**src/rtl/uart_tx.sv**
```systemverilog
// UART transmitter: one-entry holding buffer feeding a start/data/parity/stop frame engine.
// Define UART_TX_PARITY_EN to build the optional parity bit; without it PAR_EN/PAR_TYP are ignored.
module uart_tx #(
   parameter int unsigned DATA_WIDTH = 8
) (
   input  logic                  CLK,
   input  logic                  RST,
   input  logic [DATA_WIDTH-1:0] P_DATA,
   input  logic                  DATA_VALID,
   input  logic                  PAR_EN,
   input  logic                  PAR_TYP,
   input  logic [5:0]            PRESCALE,
   output logic                  READY,
   output logic                  BUSY,
   output logic                  TX_OUT
);

   localparam int unsigned PW = 6;
   localparam int unsigned BW = (DATA_WIDTH > 1) ? $clog2(DATA_WIDTH) : 1;
   localparam logic [BW-1:0] LAST_BIT = BW'(DATA_WIDTH - 1);

   typedef enum logic [2:0] {
      S_IDLE   = 3'd0,
      S_START  = 3'd1,
      S_DATA   = 3'd2,
`ifdef UART_TX_PARITY_EN
      S_PARITY = 3'd3,
`endif
      S_STOP   = 3'd4
   } state_t;

   state_t                state, state_n;
   logic [PW-1:0]         cnt, cnt_n;
   logic [BW-1:0]         bit_cnt, bit_n;
   logic [DATA_WIDTH-1:0] shift, shift_n;
   logic [PW-1:0]         presc, presc_n;
   logic                  buf_full, buf_full_n;
   logic [DATA_WIDTH-1:0] buf_data, buf_data_n;
   logic                  tx_n;
   logic                  load;
   logic                  period_end;

`ifdef UART_TX_PARITY_EN
   logic buf_pe, buf_pe_n;
   logic buf_pt, buf_pt_n;
   logic par_en, par_en_n;
   logic par_bit, par_bit_n;
`else
   logic unused_par;
   assign unused_par = ^{PAR_EN, PAR_TYP};
`endif

   assign period_end = (cnt == (presc - PW'(1)));

   // State and datapath registers
   always_ff @(posedge CLK) begin
      if (RST) begin
         state    <= S_IDLE;
         cnt      <= '0;
         bit_cnt  <= '0;
         shift    <= '0;
         presc    <= PW'(1);
         buf_full <= 1'b0;
         buf_data <= '0;
         TX_OUT   <= 1'b1;
         BUSY     <= 1'b0;
         READY    <= 1'b1;
`ifdef UART_TX_PARITY_EN
         buf_pe   <= 1'b0;
         buf_pt   <= 1'b0;
         par_en   <= 1'b0;
         par_bit  <= 1'b0;
`endif
      end else begin
         state    <= state_n;
         cnt      <= cnt_n;
         bit_cnt  <= bit_n;
         shift    <= shift_n;
         presc    <= presc_n;
         buf_full <= buf_full_n;
         buf_data <= buf_data_n;
         TX_OUT   <= tx_n;
         BUSY     <= (state_n != S_IDLE);
         READY    <= ~buf_full_n;
`ifdef UART_TX_PARITY_EN
         buf_pe   <= buf_pe_n;
         buf_pt   <= buf_pt_n;
         par_en   <= par_en_n;
         par_bit  <= par_bit_n;
`endif
      end
   end

   // Next-state, buffer and serial-line logic
   always_comb begin
      state_n    = state;
      cnt_n      = cnt;
      bit_n      = bit_cnt;
      shift_n    = shift;
      presc_n    = presc;
      buf_full_n = buf_full;
      buf_data_n = buf_data;
      tx_n       = 1'b1;
      load       = 1'b0;
`ifdef UART_TX_PARITY_EN
      buf_pe_n   = buf_pe;
      buf_pt_n   = buf_pt;
      par_en_n   = par_en;
      par_bit_n  = par_bit;
`endif

      case (state)
         S_IDLE: begin
            if (buf_full) begin
               load    = 1'b1;
               state_n = S_START;
            end
         end
         S_START: begin
            tx_n = 1'b0;
            if (period_end) begin
               cnt_n   = '0;
               state_n = S_DATA;
            end else begin
               cnt_n = cnt + PW'(1);
            end
         end
         S_DATA: begin
            tx_n = shift[0];
            if (period_end) begin
               cnt_n   = '0;
               shift_n = shift >> 1;
               if (bit_cnt == LAST_BIT) begin
                  bit_n   = '0;
                  state_n = S_STOP;
`ifdef UART_TX_PARITY_EN
                  if (par_en) state_n = S_PARITY;
`endif
               end else begin
                  bit_n = bit_cnt + BW'(1);
               end
            end else begin
               cnt_n = cnt + PW'(1);
            end
         end
`ifdef UART_TX_PARITY_EN
         S_PARITY: begin
            tx_n = par_bit;
            if (period_end) begin
               cnt_n   = '0;
               state_n = S_STOP;
            end else begin
               cnt_n = cnt + PW'(1);
            end
         end
`endif
         S_STOP: begin
            tx_n = 1'b1;
            if (period_end) begin
               cnt_n = '0;
               if (buf_full) begin
                  load    = 1'b1;
                  state_n = S_START;
               end else begin
                  state_n = S_IDLE;
               end
            end else begin
               cnt_n = cnt + PW'(1);
            end
         end
         default: state_n = S_IDLE;
      endcase

      // Frame configuration is frozen here so mid-frame input changes cannot disturb it
      if (load) begin
         shift_n    = buf_data;
         presc_n    = (PRESCALE == '0) ? PW'(1) : PRESCALE;
         cnt_n      = '0;
         bit_n      = '0;
         buf_full_n = 1'b0;
`ifdef UART_TX_PARITY_EN
         par_en_n   = buf_pe;
         par_bit_n  = (^buf_data) ^ buf_pt;
`endif
      end

      // Accept only into an empty buffer; load above needs it full, so both never coincide
      if (DATA_VALID && !buf_full) begin
         buf_full_n = 1'b1;
         buf_data_n = P_DATA;
`ifdef UART_TX_PARITY_EN
         buf_pe_n   = PAR_EN;
         buf_pt_n   = PAR_TYP;
`endif
      end
   end

endmodule
```
**config.mk**
```make
export PLATFORM = sky130hd
export DESIGN_NAME = uart_tx
export DESIGN_NICKNAME = d
export VERILOG_FILES = /design/src/rtl/uart_tx.sv
export SDC_FILE = /design/constraint.sdc
export NUM_CORES = 1
export LEC_CHECK = 0
export CORE_MARGIN = 5
export CORE_UTILIZATION = 45
export DETAILED_ROUTE_END_ITERATION = 7
export PLACE_DENSITY = 0.67
export SLEW_MARGIN = 25
export SYNTH_ARGS = -nofsm -noshare
export SYNTH_HDL_FRONTEND = slang
export SYNTH_SLANG_ARGS = --single-unit
export TNS_END_PERCENT = 100
```
**constraint.sdc**
```tcl
create_clock -name CLK -period 2.15 [get_ports CLK]
set_input_delay 0.43 -clock CLK [delete_from_list [all_inputs] [get_ports CLK]]
set_output_delay 0.43 -clock CLK [all_outputs]
set_load 0.03 [all_outputs]
```
# Word level (Yosys, flattened, before mapping)
# Cells that the tools add are included.
[totals] ff_bits=38 word_cells=49 inputBits=19
[classes] n_mux=19 reduce_logical=11 n_addsub=3 bitwise_logic=1 eq_ne=5
[op_table] operator="$mux W8" count=3
[op_table] operator="$mux W3" count=6
[op_table] operator="$mux W6" count=2
[op_table] operator="$pmux W3 S4" count=1
[op_table] operator="$add A6 B1 Y6 const B" count=1
[op_table] operator="$eq A3 B3 Y1 const B" count=2
[op_table] operator="$eq A6 B6 Y1" count=1
[op_table] operator="$logic_not A6 Y1" count=1
[op_table] operator="$sub A6 B1 Y6 const B" count=1
[op_table] operator="$mux W1" count=5
[op_table] operator="$pmux W1 S2" count=2
[op_table] operator="$reduce_and A2 Y1" count=2
[op_table] operator="$reduce_bool A2 Y1" count=2
[op_table] operator="$add A3 B1 Y3 const B" count=1
[op_table] operator="$eq A3 B1 Y1 const B" count=1
[op_table] operator="$eq A3 B2 Y1 const B" count=1
[op_table] operator="$logic_not A3 Y1" count=1
[op_table] operator="$reduce_bool A3 Y1" count=1
[op_table] operator="$reduce_or A3 Y1" count=1
[op_table] operator="$reduce_or A2 Y1" count=1
[op_table] operator="$logic_and A1 B1 Y1" count=1
[op_table] operator="$logic_not A1 Y1" count=1
[op_table] operator="$not A1 Y1" count=1

# Longest topological paths before layout
# Gate-level depths: netlist (run 1).
[logic_depth] depth_word=7 ltp_mapped=10 depth_no_buf=8

# Worst setup path before layout (run 1)
# OpenSTA, ideal clock, no wires.
[synth_path] kind="register -> register" from="register presc[0]" to="register bit_cnt[0]" setup_time_ns=0.131 stages_incl_launch_ff=10 arrival_time_ns=1.982 setup_slack_ns=0.037 t_required_ns=2.019 synth_period_minus_slack_ns=2.113 path_cell_list="dfxtp_1 -> inv_1 -> ha_1 -> xnor2_1 -> a21o_1 -> o21ai_1 -> and3_1 -> buf_4 -> mux2i_1 -> nor3_1"
[synth_via] elab_chain_len=5 elab_cells_between_ends=6
[synth_rtl] item="from (decl)" line_no="36" source="logic [PW-1:0] presc, presc_n;"
[synth_rtl] item="from (signal assigned)" line_no="79" source="presc <= presc_n;"
[synth_rtl] item="$sub A6 B1 Y6 (*)" line_no="53" source="assign period_end = (cnt == (presc - PW'(1)));"
[synth_rtl] item="$eq A6 B6 Y1 (*)" line_no="53"
[synth_rtl] item="$mux W1" line_no="159" source="if (period_end) begin"
[synth_rtl] item="$pmux W1 S2" line_no="112" source="case (state)"
[synth_rtl] item="$reduce_or A2 Y1 (no line)"
[synth_rtl] item="to (signal assigned)" line_no="77" source="bit_cnt <= bit_n;"
[synth_rtl] item="to (decl)" line_no="34" source="logic [BW-1:0] bit_cnt, bit_n;"
# Mark *: on every way between the ends. The rest lies on a longest branch, timed or not.
# A chain may end at the register's enable or synchronous reset.

# Worst setup path after layout (run 1)
[layout_path] from="register presc[0]" to="register shift[6]"
[layout_via] elab_chain_len=6 elab_cells_between_ends=8
[layout_rtl] item="$sub A6 B1 Y6 (*)" line_no="53"
[layout_rtl] item="$eq A6 B6 Y1 (*)" line_no="53"
[layout_rtl] item="$mux W1" line_no="159"
[layout_rtl] item="$pmux W1 S2" line_no="112"
[layout_rtl] item="$reduce_bool A2 Y1 (no line)"
[layout_rtl] item="$reduce_and A2 Y1 (no line)"
[layout_rtl] item="to (signal assigned)" line_no="78" source="shift <= shift_n;"
[layout_rtl] item="to (decl)" line_no="35" source="logic [DATA_WIDTH-1:0] shift, shift_n;"
# Marked as above.

==> out/qor.yml, run 1 <==
floorplanning:
  rows: 23
  fp.dieW_um: 73.69
  core-area_um2: 3971
  die_height_um: 73.69
  dieArea_um2: 5430
  pin_count: 22
  start_util_pct: 45.97
cells_and_area:
  antenna_cells: 0
  area_delta_synth_final_pct: 26.05
  nFillCells: 346
  final_area_um2: 2301
  nets: 257
  drive_gt1_share_pct: 17.09
  finalCoreUtilization_pct: 57.94
sta:
  setup_viol: 0
  slew_headroom_pct: 75.94
  clock_skew_ns: 0.01194
  worst_pin_slew_ns: 0.3604
  setup_ws_ns: 0.08513
  slew_violations: 0
  rsz0062_at_grt: "true"
  timing.fmax_mhz: 484.3
  hold_violations: 0
  min_period_over_period_pct: 96.04
  min_period_ns: 2.065
worst_setup_path:
  crit_path_cell_trace: "or4_4, nor3_2, and4bb_4, a21bo_2, buf_12, a32oi_1, a21oi_1"
  start_kind: "register"
  crit_buf_inv: 1
  cp.arrival_ns: 2.24
  cp_slowest_cell: "or4_4"
  critPathMaxStageDelay_ns: 0.54
  critical_path_class: "register to register"
  path_max_fanout: 8
  critPathRequiredTime_ns: 2.32
  r2r_slack_ns: 0.09
  cp_top_family: "simple AND/OR/NAND/NOR gates"
  crit_path_end_kind: "register"
logic_synthesis:
  syn_area_um2: 1826
  synth-edff-count: 0
  ys_ff_latch: 38
  yosysTopAreaCellShare_pct: 41.67
  yosysTopAreaCell: "dfxtp_1"
  yosysSeqAreaShare_pct: 41.67
  syn_inst: 202
  synth_nets: 225
  synth_area_leaders: "dfxtp_1 42%, mux2i_1 6.0%, nor2_1 4.7%"
  synth_cell_types: 43
  synth-main-ff-cell: "dfxtp_1"
  yosys_warnings: 0
  synthArstFlopShare_pct: 0
  avgSynthCellArea_um2: 9.037
clocking:
  clk_pin_slew_ns: 0.07
  htreeDepth: 2
  insertion_delay_ns: 0.29
  cts_tree: "built"
  root_buffer: "clkbuf_8"
  cts_hold_buf: 0
  cts_buffers: 5
  cts.sinks: 38
  clock_path_buffers: 2
pwr:
  comb_power_share_pct: 24.8
  power.internal_mw: 1.353
  switching_share_pct: 27.76
  p_sw_mw: 0.5199
  finalPower_mw: 1.873
  p_leak_nw: 0.8787
  clkPwrFrac_pct: 32.5
  power_density_nw_per_um2: 813.9
  ir_drop_uv: 338.4
  p_seq_share_pct: 42.6
placed_design:
  io_buffers: 19
  dp_hpwl_um: 2596
  dpl_cell_area_um2: 2146
  place.gp.congestion: 0.8159
  pre_cts_slack_ns: -0.04207
global_route:
  antenna_found_initial: 0
  globalRoute.totalOverflow: 0
  first_global_vias: 1459
  globalRouteTotalUtil_pct: 14.86
  grt_max_degree: 17
  grt_pass1_wl_um: 6423
routing:
  vias: 1567
  wl_um: 3798
  drt_iter0_drc: 114
  routedWlPerCell_um: 13.37
  drc: 0
  drt_pass1_iterations: 4
  ant_nets: 0
  avgViaCountPerCell: 5.518
status:
  status: "finished, final reports clean"
job:
  maxCapViolCount: 0
worst_hold_path:
  hp-class: "register to register"
## sequential cells by signal, summed over array words and instances, names as in the netlist
signal and cells:
buf_full 1, buf_data 8, BUSY 1, READY 1, bit_cnt 3, presc 6, cnt 6, state 3
shift 8, TX_OUT 1
## path summary, 6_finish.rpt
kind                            startpoint                    end  cells after the start
setup / recovery     presc[0]$_SDFFE_PP1P_  shift[6]$_SDFFE_PP0P_                      7
hold / removal    buf_data[7]$_SDFFE_PP0P_  shift[7]$_SDFFE_PP0P_                      2
setup reg to reg     presc[0]$_SDFFE_PP1P_  shift[6]$_SDFFE_PP0P_                      7
hold reg to reg   buf_data[7]$_SDFFE_PP0P_  shift[7]$_SDFFE_PP0P_                      2
## what timing repair did
item | 4_1_cts | 5_1_grt
pin swaps | 0 | 2
cloned | 0 | 1
buffers inserted | 0 | 1
endpoints found under the setup margin | 9 | 24
gates resized for setup | 2 | 8
## tightest hold or removal path: cells and delay by family (launching register included)
family          cells  cell delay (ns)
flops               1             0.31
simple gates        1             0.06
compound gates      1             0.05
## final cells by class
class / instances / area (µm²) / share of cell area, %
timing repair buffer: 38 / 349.1 / 15.17
inverter: 6 / 22.52 / 0.9788
clock buffer: 6 / 82.58 / 3.589
clock inverter: 1 / 30.03 / 1.305
tap: 50 / 62.56 / 2.719
multi-input combinational: 145 / 991.0 / 43.07
sequential: 38 / 763.2 / 33.17
## per-layer routing
layer | share of wire, % | global-route usage [%]
met1 | 46 | 19.30
met2 | 48 | 23.62
met3 | 4.5 | 4.925
met4 | 0.71 | 3.823
met5 | 0 | 0
## synthesized netlist by cell type, types with 6 or more instances
cell type / instances
a21oi_1: 15
a32oi_1: 9
clkbuf_1: 7
dfxtp_1: 38
inv_1: 6
mux2i_1: 11
nand2_1: 6
nand3_1: 9
nor2_1: 23
nor3_1: 7
o211ai_1: 9
o21ai_0: 7
xor2_1: 8
## power groups by stage
stage	Sequential, mW	Clock, mW	Combinational [mW]
after floorplan	0.820	0	0.280
after global routing	0.805	0.656	0.512
final	0.798	0.610	0.465
after CTS	0.796	0.627	0.432
after global placement	0.812	0	0.421
after detailed placement	0.813	0	0.425
## through the flow
step / TNS (ns) / std cells / hold slack (ns)
2_1_floorplan: 0 / 202 / 0.4431
3_3_place_gp: -0.1116 / 275 / 0.4515
3_5_place_dp: -0.1723 / 275 / 0.4600
4_1_cts: 0 / 282 / 0.4712
5_1_grt: -0.09294 / 284 / 0.4954
6_report: 0 / 284 / 0.4669
## logic make-up after synthesis
logic type / share of synthesized area [%]
xor gates and xnor gates: 5.757
DFF: 41.67
and+or+nand+nor: 17.41
AOI/OAI and AO/OA: 21.18
adders and majority gates: 2.742
buffers and inverters: 5.208
muxes: 6.032
## cell usage in the layout, fill, tap and decap left out, drive strengths merged, types with 8 or more instances in the layout
| master | instances |
|---|---|
| a21oi | 15 |
| a32oi | 9 |
| buf | 18 |
| clkdlybuf4s50 | 19 |
| dfxtp | 38 |
| mux2i | 11 |
| nand3 | 9 |
| nor2 | 24 |
| nor3 | 8 |
| o211ai | 9 |
| o21ai | 10 |
| xor2 | 8 |
(Power assumes the default switching activity.)
==> run 2, diff against run 1 <==
--- a/config.mk
+++ b/config.mk
@@ -5,7 +5,7 @@
 export SDC_FILE = /design/constraint.sdc
 export NUM_CORES = 1
 export LEC_CHECK = 0
-export CORE_MARGIN = 5
+export CORE_MARGIN = 10
 export CORE_UTILIZATION = 45
 export DETAILED_ROUTE_END_ITERATION = 7
 export PLACE_DENSITY = 0.67
==> out/qor.yml, run 2 (synthesis results as in run 1) <==
clocking:
  cts_buffers: 5  # unchanged
  insertion_delay_ns: 0.30  # about the same
  cts_tree: "built"
  clock_path_buffers: 2  # unchanged
  htreeDepth: 2  # unchanged
  root_buffer: "clkbuf_8"
  cts_setup_buffers: 0  # unchanged
  clk_pin_slew_ns: 0.07  # about the same
  cts.sinks: 38  # unchanged
cells_and_area:
  antenna_cells: 0  # unchanged
  largest_registers: "buf_data: 8 flops, shift: 8 flops"
  final_common_cell: "dfxtp_1"
  final_cell_mix: "38 x dfxtp_1, 23 x nor2_1, 19 x clkdlybuf4s50_1"
  nets: 255  # -0.78%
  stdcell_count: 283  # -0.35%
  nFillCells: 376  # +8.7%
  multi_input_area_um2: 985.9  # -0.50%
  drive_gt1_share_pct: 15.02  # -2.1 points
  seq_area_um2: 760.7  # -0.33%
  area_delta_synth_final_pct: 23.65
global_route:
  antenna_found_initial: 0  # unchanged
  globalRouteTotalUtil_pct: 11.68  # -3.2 points
  grt_max_degree: 16  # -1
  globalRoute.totalOverflow: 0  # unchanged
  first_global_vias: 1504  # +3.1%
  grt_pass1_wl_um: 6886  # +7.2%
sta:
  worst_pin_slew_ns: 0.3563  # -0.004099 ns
  min_period_over_period_pct: 94.52  # -1.5 points
  hold_violations: 0  # unchanged
  clock_skew_ns: 0.006971  # -0.004967 ns
  slew_headroom_pct: 76.21  # +0.27 points
  whs_ns: 0.4722  # +0.005269 ns
  timing.fmax_mhz: 492.1  # +1.6%
  min_period_ns: 2.032  # -0.03265 ns
  setup_viol: 0  # unchanged
  slew_violations: 0  # unchanged
worst_setup_path:
  cp.arrival_ns: 2.22  # -0.02 ns
  worstReg2RegStart: "presc[0]$_SDFFE_PP1P_"
  critPathRequiredTime_ns: 2.33  # about the same
  crit_buf_inv: 1  # unchanged
  crit_path_cell_trace: "or4_4, nor3_2, and4bb_4, a21bo_2, buf_12, a32oi_1, a21oi_1"
  critical_path_class: "register to register"
  crit_path_end_kind: "register"
  critPathMaxStageDelay_ns: 0.54  # about the same
  start_kind: "register"
  reg2regPathDepth: 7  # unchanged
  path_max_fanout: 8  # unchanged
  cp_top_family: "simple AND/OR/NAND/NOR gates"
  r2r_end: "shift[0]$_SDFFE_PP0P_"
  r2r_slack_ns: 0.12  # +0.03 ns
  cp_slowest_cell: "or4_4"
routing:
  drt_iter0_drc: 87  # -24%
  routedWlPerCell_um: 13.45  # +0.56%
  ant_nets: 0  # unchanged
  drc: 0  # unchanged
  avgViaCountPerCell: 5.396  # -2.2%
  drt_pass1_iterations: 4  # unchanged
  vias: 1527  # -2.6%
  wl_um: 3806  # +0.21%
floorplanning:
  start_util_pct: 45.97  # unchanged
  dieArea_um2: 7004  # +29%
  core-area_um2: 3971  # unchanged
  rows: 23  # unchanged
  die_height_um: 83.69  # +14%
  pin_count: 22  # unchanged
  fp.dieW_um: 83.69  # +14%
placed_design:
  dp_hpwl_um: 2797  # +7.8%
  io_buffers: 19  # unchanged
  place.gp.congestion: 0.7758  # -4.9%
  dp_cells: 275  # unchanged
worst_hold_path:
  min_delay_path_depth: 2  # unchanged
  hold_end: "shift[7]$_SDFFE_PP0P_"
  hp-class: "register to register"
  hold_start: "buf_data[7]$_SDFFE_PP0P_"
pwr:
  power_density_nw_per_um2: 774.6  # -4.8%
  p_leak_nw: 0.8594  # -2.2%
  ir_drop_uv: 473.5  # +40%
job:
  maxCapViolCount: 0  # unchanged
status:
  status: "finished, final reports clean"
## run 2: layer usage
metal	routed length (µm)	GRT usage, %
met5	0	0
met4	70	4.566
met3	139	4.492
met2	1775	18.75
met1	1821	13.61
## run 2: area by class of cell
type / count / area share (%)
Clock buffer: 6 / 3.659
Clock inverter: 2 / 0.5543
Inverter: 6 / 0.9978
Multi-Input combinational cell: 145 / 43.68
Sequential cell: 38 / 33.70
Tap cell: 50 / 2.772
Timing Repair Buffer: 36 / 14.63
## run 2: power breakdown
group | internal, mW | switching, mW
Sequential | 0.754 | 0.0429
Clock | 0.257 | 0.249
Combinational | 0.214 | 0.231
Total | 1.23 | 0.523
## run 2: metrics by stage
stage                     utilization [%]  area (µm²)  setup WS [ns]  power, mW  setup TNS (ns)
after floorplan                         -        1826        0.03704      1.100               0
after global placement              54.03        2146       -0.01881      1.234        -0.07180
after detailed placement            54.03        2146       -0.03061      1.242         -0.1901
after CTS                           56.43        2241        0.01323      1.754               0
after global routing                56.84        2257    -0.00006550      1.863     -0.00006550
final                               56.84        2257         0.1178      1.748               0
## run 2: worst max path at each step
stage               slack [ns]                   from                      end  depth (start not counted)
floorplan                 0.04  presc[0]$_SDFFE_PP1P_  bit_cnt[0]$_SDFFE_PP0P_                          9
global placement         -0.02  presc[0]$_SDFFE_PP1P_    shift[2]$_SDFFE_PP0P_                          7
detailed placement       -0.03  presc[0]$_SDFFE_PP1P_    shift[1]$_SDFFE_PP0P_                          7
CTS                       0.01  presc[0]$_SDFFE_PP1P_    shift[0]$_SDFFE_PP0P_                          7
global route          -0.00007  presc[0]$_SDFFE_PP1P_          BUSY$_SDFF_PP0_                          7
finish                    0.12  presc[0]$_SDFFE_PP1P_    shift[0]$_SDFFE_PP0P_                          7
## run 2: timing repair
item / 4_1_cts / 5_1_grt
hold buffers: 0 / 0
gates cloned: 0 / 0
gates resized for setup: 1 / 4
setup endpoints to repair: 9 / 19
## run 2: worst min-delay path, cell delays in order (launching register included)
cell	delay, ns
dfxtp_1	0.32
nand3_1	0.06
a21oi_1	0.05
==> run 3, diff against run 2 <==
--- a/config.mk
+++ b/config.mk
@@ -5,6 +5,7 @@
 export SDC_FILE = /design/constraint.sdc
 export NUM_CORES = 1
 export LEC_CHECK = 0
+export ABC_CLOCK_PERIOD_IN_PS = 2150
 export CORE_MARGIN = 10
 export CORE_UTILIZATION = 45
 export DETAILED_ROUTE_END_ITERATION = 7
==> results of run 3 <==
Final layout, timing and power as in run 2 (identical DEF).
